### config.mk
export PLATFORM = sky130hd
export DESIGN_NAME = mem_stage_hs
export DESIGN_NICKNAME = d
export VERILOG_FILES = /design/src/rtl/mem_stage_hs.sv
export SDC_FILE = /design/constraint.sdc
export NUM_CORES = 1
export LEC_CHECK = 0
export ABC_AREA = 1
export CORE_MARGIN = 1
export CORE_UTILIZATION = 35
export CTS_CLUSTER_SIZE = 24
export DETAILED_ROUTE_END_ITERATION = 10
export PLACE_DENSITY_LB_ADDON = 0.15
export SYNTH_ARGS = -nofsm -noshare
export SYNTH_HDL_FRONTEND = slang
export SYNTH_SLANG_ARGS = --single-unit
### constraint.sdc
create_clock -name clk -period 2.2 [get_ports clk]
set_clock_uncertainty 0.1 [all_clocks]
set_input_delay 0.44 -clock clk [delete_from_list [all_inputs] [get_ports clk]]
set_output_delay 0.44 -clock clk [all_outputs]
set_load 0.1 [all_outputs]
### src/rtl/mem_stage_hs.sv
// mem_stage_hs: MEM pipeline stage driving a req/ack data-memory port with timeout, load extract and write-back register.
module mem_stage_hs #(
  parameter int ADDR_W  = 32,
  parameter int REG_AW  = 5,
  parameter int TIMEOUT = 15
) (
  input  logic                   clk,
  input  logic                   reset_b,
  input  logic                   in_valid,
  input  logic                   mem_read,
  input  logic                   mem_write,
  input  logic [1:0]             mem_size,
  input  logic                   mem_signed,
  input  logic [ADDR_W-1:0]      alu_s,
  input  logic [31:0]            mem_wdata_in,
  input  logic [REG_AW-1:0]      write_reg,
  input  logic                   reg_write,
  input  logic [1:0]             mem_to_reg,
  input  logic [31:0]            pc_plus4,
  input  logic                   lu_op,
  input  logic [31:0]            lu_data,
  output logic                   mem_req,
  output logic                   mem_we,
  output logic [ADDR_W-1:0]      mem_addr,
  output logic [3:0]             mem_be,
  output logic [31:0]            mem_wdata,
  input  logic                   mem_ack,
  input  logic [31:0]            mem_rdata,
  output logic                   stall,
  output logic                   misalign_err,
  output logic                   bus_err,
  output logic [32+REG_AW:0]     mem_wb
);
  typedef enum logic {IDLE, BUSY} state_t;
  state_t state, stateNext;
  logic [31:0] aluIn, aluQ, pcQ, luDataQ, wdataNew;
  logic [3:0] beNew;
  logic [7:0] cnt;
  logic [1:0] sizeQ, offQ, memToRegQ;
  logic signedQ, regWriteQ, luOpQ, access, misaligned, start, tmo;
  logic [REG_AW-1:0] destQ;
  logic [32+REG_AW:0] wbNext;

  function automatic logic [31:0] loadExt(input logic [31:0] d, input logic [1:0] a,
                                          input logic [1:0] sz, input logic sg);
    logic [7:0] b;
    logic [15:0] h;
    b = d[{a, 3'b000} +: 8];
    h = d[{a[1], 4'b0000} +: 16];
    return sz == 2'b00 ? {{24{sg & b[7]}}, b} : sz == 2'b01 ? {{16{sg & h[15]}}, h} : d;
  endfunction

  function automatic logic [31:0] wbSel(input logic luOp, input logic [31:0] lu, input logic [1:0] m2r,
                                        input logic [31:0] alu, input logic [31:0] ld, input logic [31:0] pc);
    return luOp ? lu : m2r == 2'b00 ? alu : m2r == 2'b01 ? ld : pc;
  endfunction

  if (ADDR_W >= 32) begin : g_trunc
    assign aluIn = alu_s[31:0];
  end else begin : g_zext
    assign aluIn = {{(32-ADDR_W){1'b0}}, alu_s};
  end

  always_comb begin
    access     = in_valid & (mem_read | mem_write);
    misaligned = (mem_size == 2'b01 & alu_s[0]) | (mem_size[1] & |alu_s[1:0]);
    start      = state == IDLE & access & ~misaligned;
    tmo        = state == BUSY & cnt == 8'(TIMEOUT - 1);
    beNew      = mem_size == 2'b00 ? 4'b0001 << alu_s[1:0] :
                 mem_size == 2'b01 ? (alu_s[1] ? 4'b1100 : 4'b0011) : 4'b1111;
    wdataNew   = mem_size == 2'b00 ? {4{mem_wdata_in[7:0]}} :
                 mem_size == 2'b01 ? {2{mem_wdata_in[15:0]}} : mem_wdata_in;
    stall      = state == IDLE ? start : ~mem_ack & ~tmo;
    stateNext  = state == IDLE ? (start ? BUSY : IDLE) : (mem_ack | tmo ? IDLE : BUSY);
    wbNext     = '0;
    if (state == IDLE && !access)
      wbNext = {reg_write & in_valid, write_reg,
                wbSel(lu_op, lu_data, mem_to_reg, aluIn, loadExt(mem_rdata, alu_s[1:0], mem_size, mem_signed), pc_plus4)};
    else if (state == BUSY && mem_ack)
      wbNext = {regWriteQ, destQ,
                wbSel(luOpQ, luDataQ, memToRegQ, aluQ, loadExt(mem_rdata, offQ, sizeQ, signedQ), pcQ)};
  end

  always_ff @(posedge clk or negedge reset_b) begin
    if (!reset_b) begin
      state        <= IDLE;
      mem_req      <= 1'b0;
      mem_we       <= 1'b0;
      mem_addr     <= '0;
      mem_be       <= '0;
      mem_wdata    <= '0;
      mem_wb       <= '0;
      misalign_err <= 1'b0;
      bus_err      <= 1'b0;
      cnt          <= '0;
      sizeQ        <= '0;
      offQ         <= '0;
      signedQ      <= 1'b0;
      regWriteQ    <= 1'b0;
      destQ        <= '0;
      memToRegQ    <= '0;
      luOpQ        <= 1'b0;
      luDataQ      <= '0;
      aluQ         <= '0;
      pcQ          <= '0;
    end else begin
      state        <= stateNext;
      mem_wb       <= wbNext;
      misalign_err <= state == IDLE & access & misaligned;
      bus_err      <= tmo & ~mem_ack;
      cnt          <= state == BUSY ? cnt + 8'd1 : 8'd0;
      if (start) begin
        mem_req   <= 1'b1;
        mem_we    <= mem_write;
        mem_addr  <= {alu_s[ADDR_W-1:2], 2'b00};
        mem_be    <= beNew;
        mem_wdata <= wdataNew;
        sizeQ     <= mem_size;
        offQ      <= alu_s[1:0];
        signedQ   <= mem_signed;
        regWriteQ <= reg_write;
        destQ     <= write_reg;
        memToRegQ <= mem_to_reg;
        luOpQ     <= lu_op;
        luDataQ   <= lu_data;
        aluQ      <= aluIn;
        pcQ       <= pc_plus4;
      end else if (state == BUSY && (mem_ack || tmo)) begin
        mem_req <= 1'b0;
      end
    end
  end
endmodule

Yosys cells after proc, flatten, opt, wreduce, memory -nomap -nowiden
Index checks and enable logic that the tools add are counted.
Storage, ports and cells
  bits in registers: 227
  word-level logic and storage cells: 87
  memories kept: 0
  bits of input ports: 178
  output and inout port bits: 111
  memory bits (writable): 0
  bits in latches: 0
  ROM bits: 0
Operators by class
  muxes and demuxes: 24
  reductions and logical operators: 11
  divide/modulo/power cells: 0
  shifts and indexed selects: 5
  order comparisons: 0
  equal/unequal tests: 5
  bitwise gates (word level): 21
  $mul: 0
  add/sub/neg operators: 1
Operators by type and width (number)
  $mux 32: 12
  $mux 38: 2
  $shiftx 32x6->16: 2
  $shiftx 32x6->8: 2
  $and 1x1->1: 14
  $mux 4: 3
  $add 8x1->8 const B: 1
  $eq 2x1->1 const B: 4
  $eq 8x4->1 const B: 1
  $logic_not 2->1: 4
  $mux 8: 1
  $mux 1: 6
  $not 1->1: 4
  $shl 1x2->4 const A: 1
  $logic_and 1x1->1: 3
  $or 1x1->1: 3
  $reduce_bool 2->1: 1
  $reduce_or 2->1: 1
  $logic_not 1->1: 1
  $logic_or 1x1->1: 1

Logic depth before layout (Yosys ltp)
  depth after elaboration: 9
  mapped depth: 14

Least setup slack after synthesis
OpenSTA, ideal clock, no wires.
  kind: input to output
  from: input alu_s[1]
  to: output stall
  required time: 1.660 ns
  arrival: 2.078 ns
  cell stages on the path: 8
  path slack: -0.418 ns
  path through: buf_4 > inv_2 > nand2_2 > a22oi_4 > nand2_4 > buf_4 > buf_2 > nand2_1
On the way
  word-level cells in the longest chain between the ends: 6
RTL lines
  from (decl): RTL line 14  | input logic [ADDR_W-1:0] alu_s,
  $reduce_or 2->1: RTL line 66  | misaligned = (mem_size == 2'b01 & alu_s[0]) | (mem_size[1] & |alu_s[1:0]);
  $and 1x1->1: RTL line 66
  $or 1x1->1: RTL line 66
  $not 1->1: RTL line 67  | start = state == IDLE & access & ~misaligned;
  $and 1x1->1: RTL line 67
  $mux 1: RTL line 73  | stall = state == IDLE ? start : ~mem_ack & ~tmo;
  to (decl): RTL line 29  | output logic stall,
No other way between the ends.

Worst setup path in the final report
  from: input in_valid
  to: output stall
On the way
  word-level cells in the longest chain between the ends: 4
RTL lines
  from (decl): RTL line 9  | input logic in_valid,
  $and 1x1->1: RTL line 65  | access = in_valid & (mem_read | mem_write);
  $and 1x1->1 (2 in series): RTL line 67
  $mux 1: RTL line 73
No other way between the ends.

==> results.yml <==
sta:
  slew_viol_final: 0
  timing.final.crit_share: 0.969
  fmax_mhz: 469
  timing.final.ws_setup_ns: 0.0683
  period_needed_ns: 2.13
  setup_viol: 0
  hold_viol: 0
  relSlewSlack: 0.640
  rsz0062_at_grt: "no"
  worst_pin_slew_ns: 0.539
route:
  drt_iter0_markers: 1080
  wl_per_cell_um: 19.5
  drc_errors: 15
  routed_wl_um: 43800
  viasPerCell: 5.21
  dr.pass1.iters: 11
  dr_total_vias: 11700
  ant_nets: 0
pwr:
  p_per_area_nw_per_um2: 1060
  power_frac_seq: 0.303
  internal_power_mw: 8.06
  p_sw_frac: 0.501
  p_leak_nw: 7.58
  p_comb_frac: 0.495
  switchingPower_mw: 8.09
  p_clk_frac: 0.203
  ir_drop_uv: 820
logic_synthesis:
  ys_types: 38
  synth_commonest_cells: "nand2_1, dfrtp_1, nor2_1"
  synth-edff-count: 0
  synth_cells: 1534
  synth.top_cells.by_area: "dfrtp_1, nand2_1, a21oi_1"
  synth_warnings: 0
  synth-seq-cells: 195
  synth.top_cell.area_share: 0.441
  synth.most_common_cell: "nand2_1"
  seq_area_frac_synth: 0.441
  synth_area_um2: 11100
  ys.flop_type: "dfrtp_1"
  synth_top_cell_by_area: "dfrtp_1"
  syn-mean-instance-area_um2: 7.21
  synth-async-reset-ratio: 1.00
worst_setup_path:
  rr_worst_depth: 10
  crit_top_cell: "nand2_8"
  cp-start-kind: "input pin"
  crit_family: "buffers and inverters"
  cpPeakStageDelay_ns: 0.48
  path_cells: "clkdlybuf4s50_1, o21ai_1, buf_4, nor2_4, nand2_8, nand2_8, buf_12"
  endpoint_kind: "primary output"
  slowest_stage: "clkdlybuf4s50_1"
  crit_type: "in -> out"
  path_buf_inv: 3
  crit_cells: 7
  cp.arrival_ns: 1.59
  cp.required_ns: 1.66
  crit_fanout: 3
clocking:
  clock-root-buffer: "clkbuf_16"
  path_clk_slew_ns: 0.07
  cts_buffers: 17
  cts_tree: "built"
  cts.sinks: 195
  clock_latency_ns: 0.46
  cts-htree-levels: 4
  cts_max_path_buffers: 2
global_routing:
  antenna_found_initial: 0
  grt_pass1_wl_um: 67300
  grt_max_degree: 118
  grt_pass1_vias: 11200
  track_usage: 0.272
  grt_overflow_total: 0
floorplanning:
  initial_core_util: 0.359
  core_um2: 30800
  die_h_um: 180
  rows: 64
  num_io_pins: 289
  die_w_um: 180
  die-area_um2: 32300
placement:
  gp_congestion: 0.950
  pre_cts_slack_ns: -0.363
  port-buffer-count: 286
  dp_hpwl_um: 32700
worst_hold_path:
  whs_path_depth: 4
  min_path_type: "in -> reg"
layout:
  postLayoutCoreUtil: 0.493
  fin_nets: 2014
  synthToLayoutAreaGrowth_pct: 37.4
  n_antenna_cell: 0
  drive_above_1_share: 0.161
outcome:
  violations: "design-rule violations"
  status: "finished with violations"
run:
  cap_violations: 0
[area by class of cell]
cell class              count  area (um^2)
inverters                 123          464
clock inverters            15          179
multi-input cells        1090         5050
well taps                 396          495
fillers                  3091        15600
clock buffers              17          425
flip-flops and latches    195         4880
repair buffers            407         3700
[worst paths after layout]
| check | startpoint | to | slack (ns) |
|---|---|---|---|
| setup / recovery | in_valid | stall | 0.07 |
| hold / removal | mem_write | mem_we | 0.23 |
| setup reg to reg | state | mem_wdata[23] | 0.34 |
| hold reg to reg | destQ[1] | mem_wb[33] | 0.39 |
| max in group asynchronous | reset_b | aluQ[9] | 1.00 |
| min in group asynchronous | reset_b | cnt[4] | 0.32 |
[per-layer routing]
| layer | track usage | wire length (um) | part of all wire |
|---|---|---|---|
| met1 | 0.401 | 20400 | 0.47 |
| met2 | 0.400 | 18800 | 0.43 |
| met3 | 0.0561 | 3550 | 0.081 |
| met4 | 0.0769 | 963 | 0.022 |
| met5 | 0 | 0 | 0 |
[power by group through the flow]
stage / sequential, mW / combinational, mW / clock [mW]
2_1_floorplan: 7.02 / 3.54 / 0
3_3_place_gp: 4.94 / 7.87 / 0
3_5_place_dp: 4.95 / 7.91 / 0
4_1_cts: 4.88 / 7.96 / 3.34
5_1_grt: 4.98 / 8.44 / 3.45
6_report: 4.89 / 7.99 / 3.27
[timing repair]
action / 4_1_cts / 5_1_grt
hold buffers: 1 / 0
resized for setup: 8 / 3
endpoints found under the hold margin: 19 / 0
endpoints found under the setup margin: 1 / 2
pin swaps: 5 / 2
setup buffers: 6 / 2
cloned: 0 / 0
[cells by family after synthesis]
kind of cell | synth area share
compound gates | 0.188
fa+ha+maj | 0.00226
buf+inv | 0.106
flops | 0.441
other cells | 0.000339
simple gates | 0.262
[worst reg2reg max path: cells and delay by family (launching register included)]
| kind | cells | cell delay [ns] |
|---|---|---|
| buffers and inverters | 4 | 0.65 |
| and+or+nand+nor | 5 | 0.55 |
| DFF | 1 | 0.42 |
| AOI/OAI and AO/OA | 1 | 0.06 |
[cell usage in the layout (no fill, tap or decap), types with 2 or more instances in the layout]
cell             instances
dfrtp_1                194
nand3_2                  3
inv_1                  110
nand2_1                537
conb_1                   2
inv_2                    8
nor3_1                   6
inv_6                    5
o21ai_1                 84
a221oi_1                26
a22oi_1                  5
clkdlybuf4s50_1        170
clkinv_1                 4
clkbuf_16               17
buf_12                  15
ha_1                     2
o2111ai_1                3
nand2_8                  2
nor2_1                 117
o22ai_1                  5
buf_4                  213
clkinvlp_4               2
nand2_2                  5
inv_12                   2
a31oi_1                 14
o22a_1                  15
nor2_2                   6
a21oi_1                114
nand3_1                 47
or2_2                    4
dlygate4sd2_1            4
a41oi_1                  8
o21ai_0                 55
clkinv_8                 4
o311ai_1                 7
inv_8                    2
nand4_1                  3
o211ai_1                14
[sequential cells by signal, summed over array words and instances, names as in the netlist]
| signal | flops |
|---|---|
| misalign_err | 1 |
| mem_we | 1 |
| memToRegQ | 2 |
| mem_req | 1 |
| mem_be | 4 |
| destQ | 5 |
| pcQ | 32 |
| signedQ | 1 |
| cnt | 8 |
| bus_err | 1 |
| state | 1 |
| regWriteQ | 1 |
| aluQ | 32 |
| mem_wdata | 32 |
| luOpQ | 1 |
| mem_wb | 38 |
| sizeQ | 2 |
| luDataQ | 32 |
[through the flow]
step | TNS (ns) | instances | instance area, um^2 | power, mW | hold slack [ns]
2_1_floorplan | 0 | 1535 | 11100 | 10.6 | 0.0444
3_3_place_gp | -34.02 | 2202 | 14500 | 12.8 | 0.240
3_5_place_dp | -35.14 | 2202 | 14500 | 12.9 | 0.239
4_1_cts | 0 | 2241 | 15200 | 16.2 | 0.316
5_1_grt | 0 | 2243 | 15200 | 16.9 | 0.286
6_report | 0 | 2243 | 15200 | 16.2 | 0.230
(Power assumes the default switching activity.)
